## src/rtl/serial_deserializer.sv

```systemverilog
// serial_deserializer: collects an LSB-first bit stream into WIDTH-bit words
// and presents each word on a valid/ready port through one holding register.
// A start bit that interrupts a partial word raises a one-cycle frame error.
// A word that completes while the holding register is still full is dropped,
// and this sets a sticky overflow flag.
module serial_deserializer #(
  parameter int WIDTH = 8
) (
  input  logic             i_clk,
  input  logic             i_rst_n,
  input  logic             i_bit_in,
  input  logic             i_bit_valid,
  input  logic             i_start,
  output logic [WIDTH-1:0] o_word_out,
  output logic             o_word_valid,
  input  logic             i_word_ready,
  output logic             o_frame_err,
  output logic             o_overflow,
  input  logic             i_clr_ovf
);

  localparam int CW = $clog2(WIDTH) + 1;

  typedef enum logic {
    S_IDLE  = 1'b0,
    S_SHIFT = 1'b1
  } state_t;

  state_t           r_state, w_state_next;
  logic [WIDTH-1:0] r_sr, w_sr_next;
  logic [WIDTH-1:0] r_hold, w_hold_next;
  logic [CW-1:0]    r_cnt, w_cnt_next;
  logic             r_word_valid, w_word_valid_next;
  logic             r_frame_err, w_frame_err_next;
  logic             r_overflow, w_overflow_next;
  logic             w_complete, w_load, w_consume;
  logic [WIDTH-1:0] w_shifted;

  // New bits enter at the MSB, so bit 0 ends up at the LSB after WIDTH shifts
  assign w_shifted = {i_bit_in, r_sr[WIDTH-1:1]};

  // Next-state logic for the FSM, the shift datapath, the holding register and the flags
  always_comb begin
    w_state_next      = r_state;
    w_sr_next         = r_sr;
    w_cnt_next        = r_cnt;
    w_hold_next       = r_hold;
    w_word_valid_next = r_word_valid;
    w_frame_err_next  = 1'b0;
    w_overflow_next   = r_overflow;
    w_complete        = 1'b0;
    w_load            = 1'b0;
    w_consume         = r_word_valid && i_word_ready;

    case (r_state)
      S_IDLE: begin
        // Bits that arrive without start are ignored here, and no error is raised
        if (i_bit_valid && i_start) begin
          w_sr_next    = w_shifted;
          w_cnt_next   = CW'(1);
          w_state_next = S_SHIFT;
        end
      end
      S_SHIFT: begin
        if (i_bit_valid) begin
          if (i_start) begin
            // Start has priority, even on what would be the last bit
            w_sr_next        = w_shifted;
            w_cnt_next       = CW'(1);
            w_frame_err_next = 1'b1;
          end else if (r_cnt == CW'(WIDTH - 1)) begin
            w_complete   = 1'b1;
            w_sr_next    = w_shifted;
            w_cnt_next   = '0;
            w_state_next = S_IDLE;
          end else begin
            w_sr_next  = w_shifted;
            w_cnt_next = r_cnt + CW'(1);
          end
        end
      end
      default: w_state_next = S_IDLE;
    endcase

    // The holding register can take a word when it is empty or being drained this edge
    w_load = w_complete && (!r_word_valid || i_word_ready);

    if (w_load) begin
      w_hold_next       = w_shifted;
      w_word_valid_next = 1'b1;
    end else if (w_consume) begin
      w_word_valid_next = 1'b0;
    end

    // When a word is dropped on the same edge as a clear, the set wins
    if (w_complete && !w_load) begin
      w_overflow_next = 1'b1;
    end else if (i_clr_ovf) begin
      w_overflow_next = 1'b0;
    end
  end

  // State register. Reset discards any partial word without raising an error
  always_ff @(posedge i_clk or negedge i_rst_n) begin
    if (!i_rst_n) begin
      r_state      <= S_IDLE;
      r_sr         <= '0;
      r_cnt        <= '0;
      r_hold       <= '0;
      r_word_valid <= 1'b0;
      r_frame_err  <= 1'b0;
      r_overflow   <= 1'b0;
    end else begin
      r_state      <= w_state_next;
      r_sr         <= w_sr_next;
      r_cnt        <= w_cnt_next;
      r_hold       <= w_hold_next;
      r_word_valid <= w_word_valid_next;
      r_frame_err  <= w_frame_err_next;
      r_overflow   <= w_overflow_next;
    end
  end

  assign o_word_out   = r_hold;
  assign o_word_valid = r_word_valid;
  assign o_frame_err  = r_frame_err;
  assign o_overflow   = r_overflow;

endmodule

```

## config.mk

```make
export PLATFORM = sky130hd
export DESIGN_NAME = serial_deserializer
export DESIGN_NICKNAME = d
export VERILOG_FILES = /design/src/rtl/serial_deserializer.sv
export SDC_FILE = /design/constraint.sdc
export NUM_CORES = 1
export LEC_CHECK = 0
export CORE_MARGIN = 2
export CORE_UTILIZATION = 55
export CTS_BUF_LIST = sky130_fd_sc_hd__clkbuf_8
export CTS_CLUSTER_SIZE = 10
export DETAILED_ROUTE_END_ITERATION = 6
export GPL_TIMING_DRIVEN = 0
export PLACE_DENSITY = 0.84
export RECOVER_POWER = 100
export SKIP_LAST_GASP = 1
export SYNTH_ARGS = -nofsm -noshare
export SYNTH_HDL_FRONTEND = slang
export SYNTH_SLANG_ARGS = --single-unit
```

## constraint.sdc

```tcl
create_clock -name i_clk -period 5.15 [get_ports i_clk]
set_input_delay 0.515 -clock i_clk [delete_from_list [all_inputs] [get_ports i_clk]]
set_output_delay 0.515 -clock i_clk [all_outputs]
set_load 0.03 [all_outputs]
```

Word-level counts from Yosys, hierarchy flattened
Cells that the tools add are included.
- output and inout port bits: 11
- register bits after elaboration: 24
- word-level logic and storage cells: 46
- eq/ne operators: 3
- mux-type cells: 24
- reduce and logical (&&, ||, !) cells: 10
- bitwise operators: 1
- $add $sub $neg: 1
- operator list (operator ; count):
    two-way mux 4 bit ; 4
    two-way mux 8 bit ; 2
    case mux 8 bit (2 select lines) ; 1
    two-way mux 1 bit ; 15
    case mux 4 bit (2 select lines) ; 1
    adder 4 x 1 -> 4 bit (second input constant) ; 1
    == test 4 x 3 -> 1 bit (second input constant) ; 1
    logical AND 1 bit ; 4
    != test 2 bit (second input constant) ; 2
    nonzero test 2 bit ; 2
    logical NOT 1 bit ; 2
    case mux 1 bit (2 select lines) ; 1
    AND reduction 2 bit ; 1
    logical OR 1 bit ; 1
    inverter 1 bit ; 1

Logic depth before layout (Yosys ltp)
Gate-level depths: netlist of the first run.
- word-level depth: 9
- depth in mapped cells: 4
- gate-level depth less buffers: 4

Least setup slack after synthesis of the first run
No wires, ideal clock.
- path type: in2reg
- start point: input i_bit_valid
- end point: register r_hold[7] (netlist: o_word_out[7])
- stages on the path: 4
- setup slack: 3.467 ns
- data arrival time: 1.558 ns
- buffers on the path: 1
- data required time: 5.025 ns
- library setup time: 0.125 ns
- cell sequence: buf_4 nand2_1 nor4b_4 mux2_2
- longest elaborated chain between the ends: 3
- ends and longest elaborated chain (element ; line ; RTL):
    from (decl) ; 12 ; input logic i_bit_valid,
    two-way mux 1 bit ; 65 ; if (i_bit_valid) begin
    two-way mux 1 bit ; 55 ; case (r_state)
    logical AND 1 bit ; 86 ; w_load = w_complete && (!r_word_valid || i_word_ready);
    to (signal assigned) ; 117 ; r_hold <= w_hold_next;
    to (decl) ; 31 ; logic [WIDTH-1:0] r_hold, w_hold_next;
Every way passes these cells.
A chain may end at the register's enable or synchronous reset.

Worst setup path in the final report of the first run
- start point: input i_word_ready
- end point: register r_hold[3] (netlist: o_word_out[3])
- longest elaborated chain between the ends: 2
- ends and longest elaborated chain (element ; line ; RTL):
    from (decl) ; 16 ; input logic i_word_ready,
    logical OR 1 bit ; 86 ;
    logical AND 1 bit ; 86 ;
Every way passes these cells.

==> results_dict.tcl, run 1 <==
set metrics [dict create \
    worstMarginPinSlew_ns 1.66 \
    wl_mm 1.45 \
    design_area_mm2 0.00116 \
    run_status "finished, violations left" \
    ir_worst_vdd_v 0.000295 \
    critical_path_required_ns 5.30 \
    critPathKind "primary input to flop" \
    synth_edf_count 0 \
    synthFlopType "dfrtp_1" \
    power_per_cell_area_mw_per_mm2 399 \
    hp-class "flop to flop" \
    cts_setup_buffers 0 \
    placed_area_mm2 0.00114 \
    critPathCapture "o_word_out[3]$_DFFE_PN0P_" \
    fillers 123 \
    grt_max_degree 24 \
    setup_violations 0 \
    ctsResizeCount 0 \
    finalHoldViolCount 0 \
    synth-seq-cells 23 \
    cts_tree "yes" \
    die_w_um 45.9 \
    synth_cells 69 \
    clk-insertion-delay-late_ns 0.26 \
    syn_area_um2 966 \
    fin_crit_ns 2.69 \
    cts_buffers 3 \
    cts.sinks 23 \
    r2r_end "o_word_out[3]$_DFFE_PN0P_" \
    wl_per_cell_um 13.8 \
    final_antenna_net_count 0 \
    cts.clk_slew.worst_paths_ns 0.07 \
    yosysSeqAreaShare 0.596 \
    die_area_mm2 0.00211 \
    clockBufferDepth 2 \
    multi_input_area_um2 344 \
    fin_setup_tns_ns 0 \
    vias_per_cell 5.73 \
    crit_arrival_ns 2.84 \
    antenna_found_initial 0 \
    maxCapViolations 1 \
    drc 0 \
    rsz0062_at_grt "false" \
    grt_pass1_wl_mm 2.50 \
    gp_congestion 0.696 \
    grt_usage 0.173 \
    dpl.hpwl_mm 1.06 \
    core_mm2 0.00169 \
    cts_hold_buf 0 \
    drt_iter0_drc 1 \
    portBuffers 15 \
    hold_path_depth 1 \
    grt-ovfl-total 0 \
    synth_nets 77 \
    crit_fanout 8 \
    critPathLaunchType "primary input" \
    insertedDiodeCount 0 \
    synthTopCellsByArea "dfrtp_1 (60%), mux2_2 (17%), nor4b_4 (2.5%), o2bb2ai_1 (1.8%), buf_4 (1.6%)" \
    slew_viol_final 9 \
    avgSynthCellArea_um2 14.0 \
    yosysTopAreaCell "dfrtp_1" \
    async_flop_share 1.00 \
    crit_start "i_word_ready" \
    nNetsFinal 97 \
    timing.slew.headroom -0.124 \
    reg2regPathDepth 4 \
    r2r_start "r_cnt[0]$_DFFE_PN0P_" \
    start_util 0.572 \
    r2r_slack_ns 2.48 \
    cp-end-kind "flop" \
    h-tree-depth 1 \
    yosysUniqueCellTypes 27 \
    die_y_um 45.9 \
    p_leak_nw 0.566 \
    grt_pass1_vias 575 \
    root_buffer "clkbuf_8" \
    yosys_warnings 0 \
    syn2layout_area_growth_pct 20.5 \
    drive_gt1_frac 0.227 \
    dr.pass1.iters 3 \
    violations "max-capacitance violations, max-slew violations" \
    synth.top_cell.area_share 0.596 \
    clock_skew_ns 0.00190 \
    period_share 0.522 \
    register_area_um2 576 \
    fmaxAchievable_ghz 0.372 \
    route.vias.total 602 \
    core.rowCount 15 \
    ios 18 \
]
==> kinds of logic (layout without fill, tap and decap cells) <==
group | Yosys count | count (layout) | synth area share
buffers and inverters | 6 | 25 | 0.0324
adders and majority gates | 1 | 1 | 0.0130
and+or+nand+nor | 13 | 13 | 0.0985
DFF | 23 | 23 | 0.596
muxes | 16 | 16 | 0.185
AOI/OAI and AO/OA | 10 | 10 | 0.0751
==> worst min-delay path by stage <==
| stage | startpoint | endpoint |
|---|---|---|
| 2_1_floorplan | i_rst_n | o_frame_err$_DFF_PN0_ |
| 3_3_place_gp | r_sr[1]$_DFFE_PN0P_ | o_word_out[0]$_DFFE_PN0P_ |
| 3_5_place_dp | r_sr[1]$_DFFE_PN0P_ | r_sr[1]$_DFFE_PN0P_ |
| 4_1_cts | r_sr[1]$_DFFE_PN0P_ | o_word_out[0]$_DFFE_PN0P_ |
| 5_1_grt | o_word_out[6]$_DFFE_PN0P_ | o_word_out[6]$_DFFE_PN0P_ |
| 6_report | o_word_out[6]$_DFFE_PN0P_ | o_word_out[6]$_DFFE_PN0P_ |
==> worst max-delay path, stage by stage <==
cell and delay [ns]:
clkdlybuf4s50_1 0.44, nand2b_1 0.13, nor4b_1 1.31, mux2_2 0.44
==> stage by stage <==
step                      hold slack [ns]  power, mW  instances  worst slack, ns   util
after floorplan                     0.219      0.321         69             3.47      -
after global placement              0.485      0.364        101             3.00  0.673
after detailed placement            0.493      0.370        101             3.02  0.673
after CTS                           0.512      0.476        105             3.25  0.700
after global routing                0.518      0.491        105             2.23  0.689
final                               0.501      0.464        105             2.46  0.689
==> registers in the layout, indices dropped and copies added, names as in the netlist <==
signal	cells
r_state	1
o_word_out	8
r_sr	7
o_overflow	1
r_cnt	4
o_word_valid	1
o_frame_err	1
==> cell type report <==
type | count | share of cell area
Tap cell | 17 | 0.0183
Buffer | 3 | 0.0140
Clock inverter | 1 | 0.00323
Sequential cell | 23 | 0.495
Timing Repair Buffer | 15 | 0.129
Clock buffer | 3 | 0.0355
Inverter | 3 | 0.00968
Multi-Input combinational cell | 40 | 0.296
==> placed cells by master, fill, tap and decap left out <==
| cell type | count |
|---|---|
| mux2_2 | 15 |
| buf_2 | 1 |
| o2bb2ai_1 | 2 |
| nor3_1 | 1 |
| clkdlybuf4s50_1 | 3 |
| o21ai_0 | 2 |
| or3_1 | 1 |
| clkbuf_8 | 3 |
| nand3b_1 | 1 |
| a22o_1 | 1 |
| buf_4 | 1 |
| o22ai_1 | 1 |
| ha_1 | 1 |
| nand2_1 | 3 |
| mux2i_1 | 1 |
| dlygate4sd3_1 | 12 |
| nand4_1 | 1 |
| o41ai_1 | 1 |
| nand2b_1 | 1 |
| dfrtp_1 | 23 |
| a221o_1 | 1 |
| a21oi_1 | 1 |
| a31oi_1 | 1 |
| nor2b_1 | 1 |
| nor3b_1 | 1 |
| clkbuf_1 | 1 |
| and3_1 | 1 |
| and3b_1 | 1 |
| nor4b_1 | 1 |
| inv_1 | 4 |
==> layer usage <==
layer / vias up / routed length (um) / global-route usage
met3: 2 / 90 / 0.0833
met4: 0 / 13 / 0.0514
met5: - / 0 / 0
li1: 294 / - / -
met1: 291 / 633 / 0.219
met2: 15 / 710 / 0.264
==> power breakdown <==
| part | switching [mW] | total (mW) | internal, mW | leakage [nW] |
|---|---|---|---|---|
| clock network | 0.0527 | 0.106 | 0.0532 | 0.0269 |
| logic | 0.0572 | 0.114 | 0.0565 | 0.245 |
| registers | 0.0254 | 0.245 | 0.219 | 0.294 |
| total | 0.135 | 0.464 | 0.329 | 0.566 |
==> synth_stat cells (2+ instances only) <==
library cell	count
inv_1	3
dfrtp_1	23
nand2_1	3
mux2_2	15
o2bb2ai_1	2
buf_4	2
No activity file was read; power rests on OpenSTA's default activity.
==> run 2: changes to the inputs <==
CORE_UTILIZATION = 52   (was 55)
PLACE_DENSITY = 0.8   (was 0.84)
clock period = 2.8 ns   (was 5.15 ns; I/O delays follow)
==> run 2 against run 1 <==
The run now ends clean. Clock skew up 0.0027 ns. Combinational power rose by 86%. Clock power rose by 89%. Die area grew 5.3%. Utilization decreased by 1.2 points. Total power grew 85%. Final area up 1.5%. First-iteration DRC count grew to 3.0 times the previous value. Global-route usage down 0.64 points. Critical path type is now flop to flop.
==> results_dict.tcl, run 2 (synthesized netlist as in run 1, its figures left out) <==
set metrics [dict create \
    run_status "complete, no violations" \
    core.rowCount 15 \
    route.vias.total 615 \
    fin_setup_tns_ns 0 \
    drive_gt1_frac 0.250 \
    dpl.hpwl_mm 1.17 \
    cp_cell_sequence "ha_1, nand3b_1, nor4b_2, mux2_2" \
    cp-end-kind "flop" \
    drt_iter0_drc 3 \
    timing.slew.headroom 0.346 \
    start_util 0.553 \
    h-tree-depth 1 \
    die_y_um 47.1 \
    crit_arrival_ns 2.33 \
    setup_violations 0 \
    critPathLaunchType "flop" \
    die_area_mm2 0.00222 \
    ios 18 \
    grt_pass1_vias 590 \
    nNetsFinal 97 \
    cts_buffers 3 \
    rsz0062_at_grt "false" \
    top_layer "met4" \
    finalHoldViolCount 0 \
    final_common_cell "dfrtp_1" \
    met2_length_um 742 \
    max_stage_delay_ns 0.85 \
    vias_per_cell 5.44 \
    clock_skew_ns 0.00457 \
    cts_hold_buf 0 \
    hold_ws_ns 0.314 \
    grt_usage 0.167 \
    die_w_um 47.1 \
    dpl.cell_count 109 \
    worstMarginPinSlew_ns 0.978 \
    slowest_stage "nor4b_2" \
    ctsResizeCount 0 \
    syn2layout_area_growth_pct 22.3 \
    wl_per_cell_um 13.7 \
    grt_pass1_wl_mm 2.56 \
    slew_viol_final 0 \
    cts.sinks 23 \
    root_buffer "clkbuf_8" \
    core_mm2 0.00175 \
    portBuffers 15 \
    placed_area_mm2 0.00115 \
    insertedDiodeCount 0 \
    instances_no_fill 113 \
    period_share 0.778 \
    clockBufferDepth 2 \
    power_per_cell_area_mw_per_mm2 729 \
    dr.pass1.iters 2 \
    fin_crit_ns 2.18 \
    largest_reg_flops 8 \
    met3_length_um 64 \
    drc 0 \
    fillers 134 \
    cts_tree "yes" \
    wl_mm 1.55 \
    final_antenna_net_count 0 \
    hp-class "primary input to flop" \
    critPathKind "flop to flop" \
    maxCapViolations 0 \
    p_leak_nw 0.566 \
    grt_max_degree 24 \
    crit_fanout 8 \
    clk-insertion-delay-late_ns 0.26 \
    antenna_found_initial 0 \
    cts.clk_slew.worst_paths_ns 0.08 \
    design_area_mm2 0.00118 \
    final_cell_mix "dfrtp_1 (23), mux2_2 (15), dlygate4sd3_1 (12)" \
    gp_congestion 0.755 \
    final_util 0.677 \
    fmaxAchievable_ghz 0.459 \
    wl_met1_um 707 \
    cts_setup_buffers 0 \
    critical_path_required_ns 2.95 \
    ir_worst_vdd_v 0.000493 \
    grt-ovfl-total 0 \
]
## run 2: cell types whose count changed in the layout (fill, tap and decap cells not counted), sizes merged
cell,before,now
clkinv,0,1
inv,4,3
## run 2: layout make-up
cell class / count / area, um^2 / share of cell area
Clock buffer: 3 / 41.3 / 0.0350
Sequential cell: 23 / 576 / 0.487
Multi-Input combinational cell: 40 / 350 / 0.297
Inverter: 3 / 11.3 / 0.00953
Timing Repair Buffer: 15 / 150 / 0.127
Tap cell: 25 / 31.3 / 0.0265
Clock inverter: 1 / 5.00 / 0.00424
Buffer: 3 / 16.3 / 0.0138
## run 2: path summary, 6_finish.rpt
path	endpoint	slack, ns	cells after the start	start
max in group asynchronous	r_cnt[1]$_DFFE_PN0P_	1.58	1	i_rst_n
max reg2reg	o_word_out[2]$_DFFE_PN0P_	0.62	4	r_cnt[0]$_DFFE_PN0P_
min reg2reg	o_word_out[1]$_DFFE_PN0P_	0.51	1	o_word_out[1]$_DFFE_PN0P_
min in group asynchronous	r_sr[1]$_DFFE_PN0P_	0.62	1	i_rst_n
max	o_word_out[2]$_DFFE_PN0P_	0.62	4	r_cnt[0]$_DFFE_PN0P_
min	r_cnt[1]$_DFFE_PN0P_	0.31	2	i_start
## run 2: report_power, final
part / internal [mW] / total, mW / switching [mW] / leakage (nW)
clock: 0.0991 / 0.200 / 0.100 / 0.0255
sequential: 0.403 / 0.449 / 0.0463 / 0.294
combinational: 0.104 / 0.212 / 0.108 / 0.247
## run 2: layer usage
metal  GRT usage  vias to the layer above
li1            -                      291
met1       0.218                      303
met2       0.271                       15
met3      0.0308                        6
met4      0.0778                        0
met5           0                        -
## run 2: critical path: cells and delay by family, from the launching register on
family | cells | cell delay (ns)
multiplexers | 1 | 0.42
flip-flops | 1 | 0.42
AND/OR/NAND/NOR | 2 | 0.99
adder cells (fa/ha/maj) | 1 | 0.25
## run 2: per-stage QoR
| step | worst slack, ns | total power [mW] |
|---|---|---|
| 3_3_place_gp | 0.889 | 0.671 |
| 6_report | 0.622 | 0.861 |
| 5_1_grt | 0.483 | 0.904 |
| 4_1_cts | 0.849 | 0.882 |
| 3_5_place_dp | 0.848 | 0.684 |
| 2_1_floorplan | 1.12 | 0.591 |
